==> src/rtl/bf_program_loader.sv <==
// Brainfuck program loader: encodes ASCII commands to 4-bit opcodes, writes them to program memory,
// checks bracket balance, and appends HALT. Define LOADER_SYNC_EN to add 2-flop input synchronizers.
module bf_program_loader #(
    parameter int unsigned PM_DEPTH    = 1024,
    parameter int unsigned ADDR_WIDTH  = 16,
    parameter int unsigned DEPTH_WIDTH = 8
) (
    input  logic                  clock,
    input  logic                  reset,
    input  logic [7:0]            charIn,
    input  logic                  charValid,
    input  logic                  loadDone,
    output logic [ADDR_WIDTH-1:0] pmAddress,
    output logic [3:0]            pmData,
    output logic                  pmWren,
    output logic                  PMInputDone,
    output logic [ADDR_WIDTH-1:0] instrCount,
    output logic                  error,
    output logic [1:0]            errCode
);

    typedef enum logic [1:0] {LOAD, TERM, DONE, ERR} stateT;

    localparam logic [3:0] OP_HALT  = 4'd0;
    localparam logic [3:0] OP_OPEN  = 4'd7;
    localparam logic [3:0] OP_CLOSE = 4'd8;
    localparam logic [ADDR_WIDTH-1:0] FULL_COUNT = ADDR_WIDTH'(PM_DEPTH - 1);

    stateT                  state, stateNext;
    logic [DEPTH_WIDTH-1:0] depth, depthNext;
    logic                   ldPending, pendNext;
    logic                   cvPrev, ldPrev;
    logic                   cvIn, ldIn;
    logic                   cvEdge, ldEdge;
    logic [3:0]             opcode;
    logic                   isCmd;

    logic [ADDR_WIDTH-1:0]  addrNext, countNext;
    logic [3:0]             dataNext;
    logic                   wrenNext, doneNext, errNext;
    logic [1:0]             codeNext;

`ifdef LOADER_SYNC_EN
    logic [1:0] cvSync, ldSync;

    always_ff @(posedge clock or negedge reset) begin
        if (!reset) begin
            cvSync <= '0;
            ldSync <= '0;
        end else begin
            cvSync <= {cvSync[0], charValid};
            ldSync <= {ldSync[0], loadDone};
        end
    end

    assign cvIn = cvSync[1];
    assign ldIn = ldSync[1];
`else
    assign cvIn = charValid;
    assign ldIn = loadDone;
`endif

    assign cvEdge = cvIn & ~cvPrev;
    assign ldEdge = ldIn & ~ldPrev;

    always_comb begin
        opcode = OP_HALT;
        isCmd  = 1'b1;
        case (charIn)
            8'h3E:   opcode = 4'd1;  // >
            8'h3C:   opcode = 4'd2;  // <
            8'h2B:   opcode = 4'd3;  // +
            8'h2D:   opcode = 4'd4;  // -
            8'h2E:   opcode = 4'd5;  // .
            8'h2C:   opcode = 4'd6;  // ,
            8'h5B:   opcode = OP_OPEN;
            8'h5D:   opcode = OP_CLOSE;
            default: isCmd  = 1'b0;
        endcase
    end

    always_comb begin
        stateNext = state;
        depthNext = depth;
        pendNext  = ldPending;
        addrNext  = pmAddress;
        dataNext  = pmData;
        wrenNext  = 1'b0;
        doneNext  = PMInputDone;
        countNext = instrCount;
        errNext   = error;
        codeNext  = errCode;

        case (state)
            LOAD: begin
                // A character edge wins the cycle; a coincident loadDone is deferred one cycle.
                if (cvEdge) begin
                    pendNext = ldPending | ldEdge;
                    if (isCmd) begin
                        if (opcode == OP_CLOSE && depth == '0) begin
                            stateNext = ERR;
                            errNext   = 1'b1;
                            codeNext  = 2'd1;
                        end else if (instrCount == FULL_COUNT ||
                                     (opcode == OP_OPEN && depth == '1)) begin
                            stateNext = ERR;
                            errNext   = 1'b1;
                            codeNext  = 2'd3;
                        end else begin
                            addrNext  = instrCount;
                            dataNext  = opcode;
                            wrenNext  = 1'b1;
                            countNext = instrCount + 1'b1;
                            if (opcode == OP_OPEN)
                                depthNext = depth + 1'b1;
                            else if (opcode == OP_CLOSE)
                                depthNext = depth - 1'b1;
                        end
                    end
                end else if (ldPending || ldEdge) begin
                    pendNext = 1'b0;
                    if (depth != '0) begin
                        stateNext = ERR;
                        errNext   = 1'b1;
                        codeNext  = 2'd2;
                    end else begin
                        stateNext = TERM;
                        addrNext  = instrCount;
                        dataNext  = OP_HALT;
                        wrenNext  = 1'b1;
                    end
                end
            end
            TERM: begin
                stateNext = DONE;
                doneNext  = 1'b1;
            end
            default: ;
        endcase
    end

    always_ff @(posedge clock or negedge reset) begin
        if (!reset) begin
            state       <= LOAD;
            depth       <= '0;
            ldPending   <= 1'b0;
            cvPrev      <= 1'b0;
            ldPrev      <= 1'b0;
            pmAddress   <= '0;
            pmData      <= '0;
            pmWren      <= 1'b0;
            PMInputDone <= 1'b0;
            instrCount  <= '0;
            error       <= 1'b0;
            errCode     <= '0;
        end else begin
            state       <= stateNext;
            depth       <= depthNext;
            ldPending   <= pendNext;
            cvPrev      <= cvIn;
            ldPrev      <= ldIn;
            pmAddress   <= addrNext;
            pmData      <= dataNext;
            pmWren      <= wrenNext;
            PMInputDone <= doneNext;
            instrCount  <= countNext;
            error       <= errNext;
            errCode     <= codeNext;
        end
    end

endmodule

==> config.mk <==
export PLATFORM = sky130hd
export DESIGN_NAME = bf_program_loader
export DESIGN_NICKNAME = d
export VERILOG_FILES = /design/src/rtl/bf_program_loader.sv
export SDC_FILE = /design/constraint.sdc
export NUM_CORES = 1
export LEC_CHECK = 0
export BUFFER_PORTS_ARGS = -buffer_cell sky130_fd_sc_hd__buf_2
export CAP_MARGIN = 20
export CORE_MARGIN = 8
export CORE_UTILIZATION = 45
export CTS_CLUSTER_DIAMETER = 200
export DETAILED_ROUTE_END_ITERATION = 10
export GPL_ROUTABILITY_DRIVEN = 1
export PLACE_DENSITY = 0.69
export SYNTH_ARGS = -nofsm -noshare
export SYNTH_HDL_FRONTEND = slang
export SYNTH_SLANG_ARGS = --single-unit
==> constraint.sdc <==
create_clock -name clock -period 2.05 [get_ports clock]
set_input_delay 0.205 -clock clock [delete_from_list [all_inputs] [get_ports clock]]
set_output_delay 0.205 -clock clock [all_outputs]
set_load 0.01 [all_outputs]
==> metrics.log <==
[metrics] via count of the first global-routing pass: 2431
[metrics] half-perimeter wire length of the detailed placement result: 4.91 mm
[metrics] clock insertion delay at the later pin of the skew report: 0.31 ns
[metrics] Bufs on Longest Clock Path: 2
[metrics] cell types with the highest counts after synthesis: 54 x sky130_fd_sc_hd__dfrtp_1, 20 x sky130_fd_sc_hd__xnor2_1, 18 x sky130_fd_sc_hd__mux2_4
[metrics] floorplan core area: 0.00596 mm^2
[metrics] register bit total from synthesis: 54
[metrics] number of cells after detailed placement: 421
[metrics] setup clock skew after layout: 0.0113 ns
[metrics] initial standard-cell utilization of the core: 0.467
[metrics] Pwr Density: 468 mW/mm^2
[metrics] peak supply drop: 320 uV
[metrics] clock network power share: 0.385
[metrics] top cells by area, synth: sky130_fd_sc_hd__dfrtp_1 49%, sky130_fd_sc_hd__mux2_4 9.7%, sky130_fd_sc_hd__xnor2_1 6.3%
[metrics] CP Launch Type: register
[metrics] status: finished with violations
[metrics] data arrival at the endpoint of the critical path: 2.35 ns
[metrics] path type of the worst min-delay path: primary input to register
[metrics] Synth async-reset ratio: 1.00
[metrics] crit path from: depth[5]
[metrics] Final period util: 1.05
[metrics] number of diodes added for antenna fixing: 0
[metrics] distinct cell type count after synthesis: 48
[metrics] global routing usage summed across all routing layers: 0.164
[metrics] final weighted congestion of routability-driven global placement: 0.832
[metrics] setup ws final: -0.103 ns
[metrics] worst slew margin relative to its limit: 0.537
[metrics] largest driver fanout on the critical path: 5
[metrics] cells on worst reg2reg path: 9
[metrics] setup violators final: 20
[metrics] termination of the worst setup path: pmAddress[2]
[metrics] number of buffers created by CTS: 5
[metrics] nets in the synthesized netlist: 256
[metrics] number of warnings issued by yosys: 0
[metrics] R2R Setup Slk: -0.10 ns
[metrics] Routed Wire Length: 7.36 mm
[metrics] Post-Syn Area per Cell: 11.8 um^2
[metrics] Lkg Pwr: 2.20 nW
[metrics] count of flip-flops with a built-in enable after synthesis: 0
[metrics] reported net switching power: 441 uW
[metrics] share of synthesized area occupied by flip-flops and latches: 0.486
[metrics] violated checks: negative setup slack
[metrics] leftover overflow at the end of global routing: 0
[metrics] type of element capturing the critical path: register
[metrics] initial antenna violation count: 0
[metrics] post-synth top area share: 0.486
[metrics] placed cell areas: 0.00364 mm^2
[metrics] number of nets with antenna violations after detailed routing: 0
[metrics] number of instances in the synthesized netlist: 236
[metrics] count of TritonRoute iterations in the first routing pass: 4
[metrics] clock root buffer: sky130_fd_sc_hd__clkbuf_8
[metrics] endpoint of the lowest-slack register-to-register path: pmAddress[2]
[metrics] routed length per instance: 16.5 um
[metrics] worst slack on hold paths: 0.0117 ns
[metrics] Fin. Hold Viols: 0
[metrics] CTS tree: built
[metrics] number of top-level design ports: 53
[metrics] DIE AREA: 0.00895 mm^2
[metrics] netlist area before placement: 0.00278 mm^2
[metrics] overall via count from detail_route: 2352
[metrics] net switching fraction of the power: 0.228
[metrics] Min-Delay Startpoint: loadDone
[metrics] area added between synthesis and finish: 48.5%
[metrics] summed area of non-filler cells in the final layout: 0.00413 mm^2
[metrics] biggest area consumer among synthesized cells: sky130_fd_sc_hd__dfrtp_1
[metrics] clock input transition at the sequential cells of the worst setup and hold paths: 0.10 ns
[metrics] PortBufs: 52
[metrics] pin count of the biggest net entering global routing: 55
[metrics] ys flop type: sky130_fd_sc_hd__dfrtp_1
[metrics] WS Path Type: register to register
[metrics] global-route wire length before repair: 11.7 mm
[metrics] number of standard cells in the layout, taps in and fillers out: 447
[metrics] share of cells above drive strength 1: 0.530
[metrics] # nets final: 391
[metrics] number of clock sinks: 54
[metrics] placement row count: 28
[metrics] remaining design rule violation count: 0
[metrics] initial drt markers: 137
[metrics] max-capacitance violation count: 0
[metrics] Worst-Margin Slew: 0.688 ns
[metrics] Tmin final: 2.15 ns
[metrics] maximum clock frequency: 0.464 GHz
[metrics] total count of max-transition violations in the final report: 0
[metrics] vertical die dimension: 94.6 um
[metrics] worst reg2reg startpoint: depth[5]
[metrics] most frequently used cell type in the post-synthesis netlist: sky130_fd_sc_hd__dfrtp_1
[metrics] proportion of power drawn by flip-flops and latches: 0.555
[metrics] combinational share of power: 0.059
[metrics] Die Wd: 94.6 um
[metrics] unrepaired setup endpoints after global routing: true
[metrics] internal power consumption: 1.49 mW
[metrics] level count of the clock H-tree: 2
[metrics] average via count per standard cell: 5.26
[metrics] critical path data required time: 2.25 ns
worst max-delay path, stage by stage (launching register included):
cell                       delay, ns
sky130_fd_sc_hd__dfrtp_2        0.44
sky130_fd_sc_hd__nand4_1        0.11
sky130_fd_sc_hd__or4_4          0.53
sky130_fd_sc_hd__o221ai_4       0.09
sky130_fd_sc_hd__buf_6          0.14
sky130_fd_sc_hd__o21ai_4        0.06
sky130_fd_sc_hd__nand2b_4       0.13
sky130_fd_sc_hd__buf_12         0.13
sky130_fd_sc_hd__buf_12         0.11
sky130_fd_sc_hd__mux2_4         0.30
flip-flops by register name, summed over array words and instances (netlist names):
name,count
error,1
ldPending,1
pmWren,1
errCode,2
pmAddress,16
instrCount,16
pmData,4
depth,8
cvPrev,1
ldPrev,1
PMInputDone,1
state,2
per-layer routing:
layer	track usage	up-vias	wire, um
met5	0	-	0
met4	0.0533	0	157
met3	0.0302	16	426
met2	0.291	58	3740
met1	0.193	1145	3040
li1	-	1133	-
logic make-up (layout without fill, tap and decap cells):
group | count (synthesis) | count (layout) | share of synthesized area
simple gates | 81 | 81 | 0.177
flops | 54 | 54 | 0.486
compound gates | 29 | 29 | 0.0684
mux | 26 | 26 | 0.129
xor+xnor | 24 | 24 | 0.0756
buf+inv | 14 | 150 | 0.0252
fa+ha+maj | 8 | 8 | 0.0387
power by group through the flow:
stage          registers (mW)  clock network, mW  logic [mW]
2_1_floorplan            1.10                  0      0.0356
3_3_place_gp             1.09                  0       0.105
3_5_place_dp             1.09                  0       0.106
4_1_cts                  1.07              0.759       0.112
5_1_grt                  1.07              0.804       0.128
6_report                 1.07              0.745       0.115
placed cells by master (no fill, tap or decap), types with 6 or more instances in the layout:
master / count
sky130_fd_sc_hd__nand4_1: 7
sky130_fd_sc_hd__nand2_1: 8
sky130_fd_sc_hd__nand3_1: 13
sky130_fd_sc_hd__buf_12: 6
sky130_fd_sc_hd__dfrtp_1: 52
sky130_fd_sc_hd__inv_1: 7
sky130_fd_sc_hd__mux2_4: 19
sky130_fd_sc_hd__mux2_2: 6
sky130_fd_sc_hd__nor2_1: 13
sky130_fd_sc_hd__a21oi_1: 6
sky130_fd_sc_hd__buf_4: 66
sky130_fd_sc_hd__buf_6: 7
sky130_fd_sc_hd__buf_2: 52
sky130_fd_sc_hd__xnor2_1: 20
area by class of cell:
type | count | area (um^2)
repair buffers | 134 | 1010
well taps | 75 | 93.8
fillers | 426 | 1830
multi-input cells | 168 | 1530
flip-flops and latches | 54 | 1350
clock inverters | 3 | 48.8
clock buffers | 5 | 68.8
inverters | 8 | 30.0
per-stage QoR:
step                      utilization  power [mW]  TNS [ns]  setup WS [ns]
after global placement          0.611        1.20     -7.05         -0.279
after floorplan                     -        1.13   -0.0172        -0.0172
after global routing            0.693        2.01     -3.38         -0.185
final                           0.693        1.93     -1.41         -0.103
after detailed placement        0.611        1.20     -8.67         -0.298
after CTS                       0.664        1.94    -0.829        -0.0796
how the worst min path moves through the flow:
| stage | end | depth (start not counted) |
|---|---|---|
| 5_1_grt | ldPrev | 1 |
| 3_5_place_dp | pmAddress[0] | 2 |
| 6_report | ldPrev | 1 |
| 3_3_place_gp | pmAddress[0] | 2 |
| 2_1_floorplan | PMInputDone | 0 |
| 4_1_cts | ldPrev | 1 |
repair_timing:
item / CTS / global route
pin swaps: 6 / 10
hold buffers: 1 / 0
hold endpoints to repair: 54 / 0
setup buffers: 8 / 9
gates resized for setup: 15 / 19
endpoints found under the setup margin: 29 / 46
cloned: 1 / 0
No activity file was read; power rests on OpenSTA's default activity.
